File: src/rtl/vadd_issue_ctrl_if.sv
// rtl/vadd_issue_ctrl_if.sv - command, operand, ALU-issue and status bundle for vadd_issue_ctrl
interface vadd_issue_ctrl_if #(
   parameter int DATA_WIDTH  = 64,
   parameter int ADDR_WIDTH  = 32,
   parameter int VL_WIDTH    = 16,
   parameter int OPSEL_WIDTH = 9
);
   localparam int BE_W = DATA_WIDTH / 8;

   logic                   cmd_valid;
   logic                   cmd_ready;
   logic [VL_WIDTH-1:0]    cmd_vl;
   logic [1:0]             cmd_sew;
   logic [OPSEL_WIDTH-1:0] cmd_opsel;
   logic                   cmd_avg;
   logic [ADDR_WIDTH-1:0]  cmd_addr;

   logic                   op_valid;
   logic                   op_ready;
   logic [DATA_WIDTH-1:0]  op_vec0;
   logic [DATA_WIDTH-1:0]  op_vec1;

   logic                   alu_valid;
   logic [DATA_WIDTH-1:0]  alu_vec0;
   logic [DATA_WIDTH-1:0]  alu_vec1;
   logic [1:0]             alu_sew;
   logic [OPSEL_WIDTH-1:0] alu_opsel;
   logic [ADDR_WIDTH-1:0]  alu_addr;
   logic [2:0]             alu_start_idx;
   logic                   alu_req_start;
   logic                   alu_req_end;
   logic [BE_W-1:0]        alu_be;
   logic                   alu_avg;

   logic                   busy;
   logic                   done;

   modport master (
      output cmd_valid, cmd_vl, cmd_sew, cmd_opsel, cmd_avg, cmd_addr,
      output op_valid, op_vec0, op_vec1,
      input  cmd_ready, op_ready,
      input  alu_valid, alu_vec0, alu_vec1, alu_sew, alu_opsel, alu_addr,
      input  alu_start_idx, alu_req_start, alu_req_end, alu_be, alu_avg,
      input  busy, done
   );

   modport slave (
      input  cmd_valid, cmd_vl, cmd_sew, cmd_opsel, cmd_avg, cmd_addr,
      input  op_valid, op_vec0, op_vec1,
      output cmd_ready, op_ready,
      output alu_valid, alu_vec0, alu_vec1, alu_sew, alu_opsel, alu_addr,
      output alu_start_idx, alu_req_start, alu_req_end, alu_be, alu_avg,
      output busy, done
   );
endinterface

File: src/rtl/vadd_issue_ctrl.sv
// rtl/vadd_issue_ctrl.sv - splits a vector-add command into per-beat ALU issues
// and pulses done once the last beat has left the fixed-latency ALU pipeline.
module vadd_issue_ctrl #(
   parameter int DATA_WIDTH  = 64,
   parameter int ADDR_WIDTH  = 32,
   parameter int VL_WIDTH    = 16,
   parameter int OPSEL_WIDTH = 9,
   parameter int ALU_LATENCY = 7
) (
   input logic              clk,
   input logic              rst,
   vadd_issue_ctrl_if.slave bus
);
   localparam int BE_W  = DATA_WIDTH / 8;
   localparam int CNT_W = $clog2(ALU_LATENCY + 1);
   localparam int VLR_W = VL_WIDTH + 1;
   localparam int BIT_W = VL_WIDTH + 3;
   localparam logic [BE_W-1:0] BE_ONE = BE_W'(1);

   typedef enum logic [1:0] {
      S_IDLE,
      S_ISSUE,
      S_DRAIN
   } state_t;

   state_t state, state_nxt;

   logic [1:0]             sew_q;
   logic [OPSEL_WIDTH-1:0] opsel_q;
   logic                   avg_q;
   logic [ADDR_WIDTH-1:0]  addr_q;
   logic [VL_WIDTH-1:0]    nbeats_q;
   logic [VL_WIDTH-1:0]    beat_idx;
   logic [2:0]             rem_q;
   logic [CNT_W-1:0]       drain_cnt;
   logic                   done_q;

   logic                   alu_valid_q;
   logic [DATA_WIDTH-1:0]  alu_vec0_q;
   logic [DATA_WIDTH-1:0]  alu_vec1_q;
   logic [1:0]             alu_sew_q;
   logic [OPSEL_WIDTH-1:0] alu_opsel_q;
   logic [ADDR_WIDTH-1:0]  alu_addr_q;
   logic [2:0]             alu_start_q;
   logic                   alu_req_start_q;
   logic                   alu_req_end_q;
   logic [BE_W-1:0]        alu_be_q;
   logic                   alu_avg_q;

   logic                   cmd_ready_w;
   logic                   op_ready_w;
   logic                   accept;
   logic                   issue;
   logic                   last_beat;
   logic                   is_mask;
   logic [VLR_W-1:0]       vl_round;
   logic [VL_WIDTH-1:0]    nbeats_w;
   logic [2:0]             rem_w;
   logic [BIT_W-1:0]       mask_bits;
   logic [BE_W-1:0]        be_tail;
   logic [ADDR_WIDTH-1:0]  beat_addr;
   logic [2:0]             beat_start;
   logic [BE_W-1:0]        beat_be;

   assign cmd_ready_w = (state == S_IDLE) && !rst;
   assign op_ready_w  = (state == S_ISSUE) && !rst;
   assign accept      = bus.cmd_valid && cmd_ready_w;
   assign issue       = bus.op_valid && op_ready_w;

   // Beat count rounds vl up to whole beats; the tail byte count comes from vl's low bits only.
   always_comb begin
      vl_round = {1'b0, bus.cmd_vl} + VLR_W'((4'd8 >> bus.cmd_sew) - 4'd1);
      nbeats_w = VL_WIDTH'(vl_round >> (2'd3 - bus.cmd_sew));
      rem_w    = bus.cmd_vl[2:0] << bus.cmd_sew;
   end

   assign is_mask   = opsel_q[8];
   assign last_beat = (beat_idx == nbeats_q - VL_WIDTH'(1));
   assign mask_bits = {beat_idx, 3'b000} >> sew_q;
   assign be_tail   = (rem_q == 3'd0) ? '1 : (BE_ONE << rem_q) - BE_ONE;

   // Mask results pack one bit per element, so a beat only moves the address every 64 bits.
   always_comb begin
      beat_addr  = addr_q + ADDR_WIDTH'(beat_idx);
      beat_start = 3'd0;
      beat_be    = last_beat ? be_tail : '1;
      if (is_mask) begin
         beat_addr  = addr_q + ADDR_WIDTH'(mask_bits >> 6);
         beat_start = mask_bits[2:0];
         beat_be    = BE_ONE;
      end
   end

   always_ff @(posedge clk) begin
      if (rst) state <= S_IDLE;
      else     state <= state_nxt;
   end

   always_comb begin
      state_nxt = state;
      case (state)
         S_IDLE: begin
            if (accept) state_nxt = (bus.cmd_vl != '0) ? S_ISSUE : S_DRAIN;
         end
         S_ISSUE: begin
            if (issue && last_beat) state_nxt = S_DRAIN;
         end
         S_DRAIN: begin
            if (drain_cnt == '0) state_nxt = S_IDLE;
         end
         default: state_nxt = S_IDLE;
      endcase
   end

   always_ff @(posedge clk) begin
      if (rst) begin
         sew_q     <= '0;
         opsel_q   <= '0;
         avg_q     <= 1'b0;
         addr_q    <= '0;
         nbeats_q  <= '0;
         beat_idx  <= '0;
         rem_q     <= '0;
         drain_cnt <= '0;
         done_q    <= 1'b0;
      end else begin
         done_q <= 1'b0;
         if (accept) begin
            sew_q     <= bus.cmd_sew;
            opsel_q   <= bus.cmd_opsel;
            avg_q     <= bus.cmd_avg;
            addr_q    <= bus.cmd_addr;
            nbeats_q  <= nbeats_w;
            rem_q     <= rem_w;
            beat_idx  <= '0;
            drain_cnt <= '0;
         end
         if (issue) begin
            beat_idx <= beat_idx + VL_WIDTH'(1);
            if (last_beat) drain_cnt <= CNT_W'(ALU_LATENCY - 1);
         end
         if (state == S_DRAIN) begin
            if (drain_cnt == '0) done_q <= 1'b1;
            else                 drain_cnt <= drain_cnt - CNT_W'(1);
         end
      end
   end

   // Issue registers read as zero whenever no beat is presented.
   always_ff @(posedge clk) begin
      if (rst || !issue) begin
         alu_valid_q     <= 1'b0;
         alu_vec0_q      <= '0;
         alu_vec1_q      <= '0;
         alu_sew_q       <= '0;
         alu_opsel_q     <= '0;
         alu_addr_q      <= '0;
         alu_start_q     <= '0;
         alu_req_start_q <= 1'b0;
         alu_req_end_q   <= 1'b0;
         alu_be_q        <= '0;
         alu_avg_q       <= 1'b0;
      end else begin
         alu_valid_q     <= 1'b1;
         alu_vec0_q      <= bus.op_vec0;
         alu_vec1_q      <= bus.op_vec1;
         alu_sew_q       <= sew_q;
         alu_opsel_q     <= opsel_q;
         alu_addr_q      <= beat_addr;
         alu_start_q     <= beat_start;
         alu_req_start_q <= (beat_idx == '0);
         alu_req_end_q   <= last_beat;
         alu_be_q        <= beat_be;
         alu_avg_q       <= avg_q;
      end
   end

   assign bus.cmd_ready     = cmd_ready_w;
   assign bus.op_ready      = op_ready_w;
   assign bus.busy          = (state != S_IDLE) && !rst;
   assign bus.done          = done_q;
   assign bus.alu_valid     = alu_valid_q;
   assign bus.alu_vec0      = alu_vec0_q;
   assign bus.alu_vec1      = alu_vec1_q;
   assign bus.alu_sew       = alu_sew_q;
   assign bus.alu_opsel     = alu_opsel_q;
   assign bus.alu_addr      = alu_addr_q;
   assign bus.alu_start_idx = alu_start_q;
   assign bus.alu_req_start = alu_req_start_q;
   assign bus.alu_req_end   = alu_req_end_q;
   assign bus.alu_be        = alu_be_q;
   assign bus.alu_avg       = alu_avg_q;
endmodule

File: src/flat_wrapper.sv
// flat-port wrapper written by rule: the top's interface ports become plain ports
module vadd_issue_ctrl_flat 
#(
   parameter int DATA_WIDTH  = 64,
   parameter int ADDR_WIDTH  = 32,
   parameter int VL_WIDTH    = 16,
   parameter int OPSEL_WIDTH = 9,
   parameter int ALU_LATENCY = 7
)
  (clk, rst, bus_cmd_valid, bus_cmd_vl, bus_cmd_sew, bus_cmd_opsel, bus_cmd_avg, bus_cmd_addr, bus_op_valid, bus_op_vec0, bus_op_vec1, bus_cmd_ready, bus_op_ready, bus_alu_valid, bus_alu_vec0, bus_alu_vec1, bus_alu_sew, bus_alu_opsel, bus_alu_addr, bus_alu_start_idx, bus_alu_req_start, bus_alu_req_end, bus_alu_be, bus_alu_avg, bus_busy, bus_done);
  vadd_issue_ctrl_if #(.DATA_WIDTH(DATA_WIDTH), .ADDR_WIDTH(ADDR_WIDTH), .VL_WIDTH(VL_WIDTH), .OPSEL_WIDTH(OPSEL_WIDTH)) bus_i ();
  input logic clk;
  input logic rst;
  input wire logic [$bits(bus_i.cmd_valid)-1:0] bus_cmd_valid;
  input wire logic [$bits(bus_i.cmd_vl)-1:0] bus_cmd_vl;
  input wire logic [$bits(bus_i.cmd_sew)-1:0] bus_cmd_sew;
  input wire logic [$bits(bus_i.cmd_opsel)-1:0] bus_cmd_opsel;
  input wire logic [$bits(bus_i.cmd_avg)-1:0] bus_cmd_avg;
  input wire logic [$bits(bus_i.cmd_addr)-1:0] bus_cmd_addr;
  input wire logic [$bits(bus_i.op_valid)-1:0] bus_op_valid;
  input wire logic [$bits(bus_i.op_vec0)-1:0] bus_op_vec0;
  input wire logic [$bits(bus_i.op_vec1)-1:0] bus_op_vec1;
  output wire logic [$bits(bus_i.cmd_ready)-1:0] bus_cmd_ready;
  output wire logic [$bits(bus_i.op_ready)-1:0] bus_op_ready;
  output wire logic [$bits(bus_i.alu_valid)-1:0] bus_alu_valid;
  output wire logic [$bits(bus_i.alu_vec0)-1:0] bus_alu_vec0;
  output wire logic [$bits(bus_i.alu_vec1)-1:0] bus_alu_vec1;
  output wire logic [$bits(bus_i.alu_sew)-1:0] bus_alu_sew;
  output wire logic [$bits(bus_i.alu_opsel)-1:0] bus_alu_opsel;
  output wire logic [$bits(bus_i.alu_addr)-1:0] bus_alu_addr;
  output wire logic [$bits(bus_i.alu_start_idx)-1:0] bus_alu_start_idx;
  output wire logic [$bits(bus_i.alu_req_start)-1:0] bus_alu_req_start;
  output wire logic [$bits(bus_i.alu_req_end)-1:0] bus_alu_req_end;
  output wire logic [$bits(bus_i.alu_be)-1:0] bus_alu_be;
  output wire logic [$bits(bus_i.alu_avg)-1:0] bus_alu_avg;
  output wire logic [$bits(bus_i.busy)-1:0] bus_busy;
  output wire logic [$bits(bus_i.done)-1:0] bus_done;
  assign bus_i.cmd_valid = bus_cmd_valid;
  assign bus_i.cmd_vl = bus_cmd_vl;
  assign bus_i.cmd_sew = bus_cmd_sew;
  assign bus_i.cmd_opsel = bus_cmd_opsel;
  assign bus_i.cmd_avg = bus_cmd_avg;
  assign bus_i.cmd_addr = bus_cmd_addr;
  assign bus_i.op_valid = bus_op_valid;
  assign bus_i.op_vec0 = bus_op_vec0;
  assign bus_i.op_vec1 = bus_op_vec1;
  assign bus_cmd_ready = bus_i.cmd_ready;
  assign bus_op_ready = bus_i.op_ready;
  assign bus_alu_valid = bus_i.alu_valid;
  assign bus_alu_vec0 = bus_i.alu_vec0;
  assign bus_alu_vec1 = bus_i.alu_vec1;
  assign bus_alu_sew = bus_i.alu_sew;
  assign bus_alu_opsel = bus_i.alu_opsel;
  assign bus_alu_addr = bus_i.alu_addr;
  assign bus_alu_start_idx = bus_i.alu_start_idx;
  assign bus_alu_req_start = bus_i.alu_req_start;
  assign bus_alu_req_end = bus_i.alu_req_end;
  assign bus_alu_be = bus_i.alu_be;
  assign bus_alu_avg = bus_i.alu_avg;
  assign bus_busy = bus_i.busy;
  assign bus_done = bus_i.done;
  vadd_issue_ctrl #(.DATA_WIDTH(DATA_WIDTH), .ADDR_WIDTH(ADDR_WIDTH), .VL_WIDTH(VL_WIDTH), .OPSEL_WIDTH(OPSEL_WIDTH), .ALU_LATENCY(ALU_LATENCY)) u_core (.clk(clk), .rst(rst), .bus(bus_i));
endmodule
File: config.mk
export PLATFORM = sky130hd
export DESIGN_NAME = vadd_issue_ctrl_flat
export DESIGN_NICKNAME = d
export VERILOG_FILES = /design/src/rtl/vadd_issue_ctrl_if.sv /design/src/rtl/vadd_issue_ctrl.sv /design/src/flat_wrapper.sv
export SDC_FILE = /design/constraint.sdc
export NUM_CORES = 1
export LEC_CHECK = 0
export ABC_AREA = 1
export CAP_MARGIN = 20
export CORE_MARGIN = 2
export CORE_UTILIZATION = 46
export DETAILED_ROUTE_END_ITERATION = 7
export GPL_ROUTABILITY_DRIVEN = 0
export PLACE_DENSITY = 0.79
export SYNTH_ARGS = -nofsm -noshare
export SYNTH_HDL_FRONTEND = slang
export SYNTH_SLANG_ARGS = --single-unit
File: constraint.sdc
create_clock -name clk -period 6 [get_ports clk]
set_input_delay 0.9 -clock clk [delete_from_list [all_inputs] [get_ports clk]]
set_output_delay 0.9 -clock clk [all_outputs]
set_load 0.1 [all_outputs]
==> results.json <==
{
  "outcome": "completed",
  "crit_type": "in2reg",
  "synth_top_area_share_pct": 44.8,
  "maxSlewHeadroom_pct": 26.9,
  "cts_hold_buf": 0,
  "coreArea_um2": 25900,
  "drive_above_1_share_pct": 4.58,
  "root_buffer": "clkbuf_16",
  "async_reset_ff_share_pct": 0,
  "layout_min_cycle_time_ns": 4.37,
  "grt_pass1_wl_um": 58500,
  "hp-start": "u_core.opsel_q[0]",
  "clkSlewWorstSetupHoldPaths_ns": 0.06,
  "ir_drop_v": 0.000253,
  "critPathArrivalTime_ns": 4.80,
  "die_h_um": 166,
  "vias": 11900,
  "grt_pass1_vias": 11400,
  "max_freq_ghz": 0.229,
  "netlist_instances": 1657,
  "period_share_pct": 72.8,
  "cts_buffers": 26,
  "ant_nets": 0,
  "endpoint_kind": "flop",
  "clock_latency_ns": 0.53,
  "ctsResizeCount": 0,
  "synth_edf_count": 0,
  "rrSetupSlack_ns": 2.00,
  "yosysSeqAreaShare_pct": 44.8,
  "hold_depth": 2,
  "fillers": 2152,
  "grt_max_degree": 90,
  "area_growth_pct": 40.1,
  "yosys_warnings": 0,
  "remaining_drc_errors": 0,
  "dp_cells": 2319,
  "grtUsageTotal_pct": 25.7,
  "ios": 382,
  "startpoint_type": "input pin",
  "h-tree-depth": 1,
  "cts_tree": "yes",
  "crit_required_ns": 6.43,
  "rsz0062_at_grt": "no",
  "grt-ovfl-total": 0,
  "synth.area.top_cells": "dfxtp_1, inv_1, nand2_1",
  "fin_util_pct": 65.5,
  "post_drt_via_cell_ratio": 5.01,
  "yosys.area.top_type": "dfxtp_1",
  "finalClockSkew_ns": 0.0200,
  "mostFrequentLayoutCells": "clkdlybuf4s50_1, inv_1, dfxtp_1",
  "hold_violations": 0,
  "drtIter0Drc": 855,
  "tns_ns": 0,
  "mostFrequentLayoutCell": "clkdlybuf4s50_1",
  "worst_pin_slew_ns": 1.09,
  "dieArea_um2": 27600,
  "cts_sinks": 271,
  "multi_input_area_um2": 5320,
  "synthFlopType": "dfxtp_1",
  "routedWlPerCell_um": 15.6,
  "powerDensity_nw_per_um2": 294,
  "synth_cell_types": 54,
  "antenna_found_initial": 4,
  "min_path_type": "reg2reg",
  "r2r_end": "u_core.bus.alu_addr[25]",
  "path_max_fanout": 19,
  "r2r-start": "u_core.opsel_q[8]",
  "cts_setup_buffers": 0,
  "r2r.worst_path.cells": 16,
  "instances_no_fill": 2371,
  "initial_core_util_pct": 46.7,
  "drt_pass1_iterations": 7,
  "min_to": "u_core.bus.alu_opsel[0]",
  "portBuffers": 381,
  "nNetsFinal": 2252,
  "synth_seq_cells": 271,
  "avgSynthCellArea_um2": 7.30,
  "cts_max_path_buffers": 3,
  "hpwl_um": 28000,
  "synth_area_um2": 12100,
  "synth_nets": 1897,
  "p_leak_nw": 7.53,
  "die_w_um": 166,
  "maxCapViolations": 0,
  "row_count": 59,
  "seq_area_um2": 5430,
  "drv_slew": 0,
  "finalSetupViolCount": 0,
  "routed_wl_um": 37000
}
## routing by layer
layer / GRT usage (%) / vias up / share of wire, %
li1: - / 5935 / -
met1: 29.8 / 5422 / 40
met2: 47.5 / 438 / 51
met3: 4.29 / 87 / 6.3
met4: 9.63 / 0 / 3.5
met5: 0 / - / 0
## sequential cells by signal, summed over array words and instances, names as in the netlist, 3 cells and up
name and count:
u_core.opsel_q 9, u_core.bus.alu_start_idx 3, u_core.nbeats_q 16, u_core.bus.alu_be 8, u_core.bus.alu_opsel 9, u_core.bus.alu_vec1 64, u_core.rem_q 3, u_core.bus.alu_addr 32
u_core.drain_cnt 3, u_core.beat_idx 16, u_core.addr_q 32, u_core.bus.alu_vec0 64
## report_power, final
part / internal (mW) / switching [mW] / leakage, nW
Sequential: 1.91 / 0.0817 / 2.20
Combinational: 0.435 / 0.981 / 4.93
Clock: 0.884 / 0.692 / 0.403
Total: 3.23 / 1.75 / 7.53
## worst max-delay path, cell delays in order
cell and delay [ns]:
clkdlybuf4s50_1 0.87, clkinv_1 0.60, nand2_1 0.30, ha_1 0.27
inv_1 0.06, ha_1 0.16, inv_1 0.05, fa_1 0.40
inv_1 0.10, nand3_1 0.08, nand2_1 0.15, a21boi_1 0.12
nand3b_1 0.20, nand3_1 0.12, nand3_1 0.11, nand3_1 0.11
nand3_1 0.08, nand2_1 0.06, inv_1 0.04
## layout make-up
type / instances / area share [%]
flip-flops and latches: 271 / 32.0
multi-input cells: 1029 / 31.3
repair buffers: 387 / 22.7
inverters: 297 / 6.59
clock buffers: 36 / 4.23
well taps: 335 / 2.47
clock inverters: 12 / 0.597
diodes: 4 / 0.0590
## stage by stage
stage	total power, mW	hold WS, ns	instance area [um2]	worst slack [ns]
3_5_place_dp	3.44	0.427	16100	1.12
2_1_floorplan	3.03	0.416	12100	1.98
4_1_cts	5.01	0.438	17000	1.68
3_3_place_gp	3.40	0.421	16100	1.31
6_report	4.99	0.442	17000	1.63
5_1_grt	5.20	0.459	17000	1.19
## worst max path at each step
stage	from	endpoint	slack [ns]	depth (start not counted)
5_1_grt	bus_cmd_sew[0]	u_core.nbeats_q[13]	1.19	20
3_5_place_dp	bus_cmd_sew[0]	u_core.nbeats_q[13]	1.12	19
6_report	bus_cmd_sew[0]	u_core.nbeats_q[13]	1.63	19
2_1_floorplan	rst	u_core.nbeats_q[10]	1.98	9
4_1_cts	bus_cmd_sew[0]	u_core.nbeats_q[13]	1.68	20
3_3_place_gp	bus_cmd_sew[0]	u_core.nbeats_q[12]	1.31	20
## kinds of logic (layout without fill, tap and decap cells)
group	Yosys count	in the layout	share of synthesized area, %
AO/OA/AOI/OAI	258	258	11.8
other	0	4	0
adder cells (fa/ha/maj)	48	48	5.09
buffers and inverters	357	732	11.4
AND/OR/NAND/NOR	701	701	25.2
XOR/XNOR	22	22	1.65
flip-flops	271	271	44.8
## cells in the mapped netlist, types with 7 or more instances
cell type	instances
nor2_2	9
o211ai_1	8
clkbuf_1	28
nand3_1	111
xor2_1	12
a21oi_1	111
a31oi_1	10
ha_1	46
xnor2_1	9
nand3b_1	9
inv_1	287
buf_1	10
nand2_1	271
nor3_1	27
o21ai_0	81
dfxtp_1	271
nand4_1	11
nor2_1	229
o22ai_1	9
inv_2	7
buf_2	20
Power figures use the tool's default switching activity.
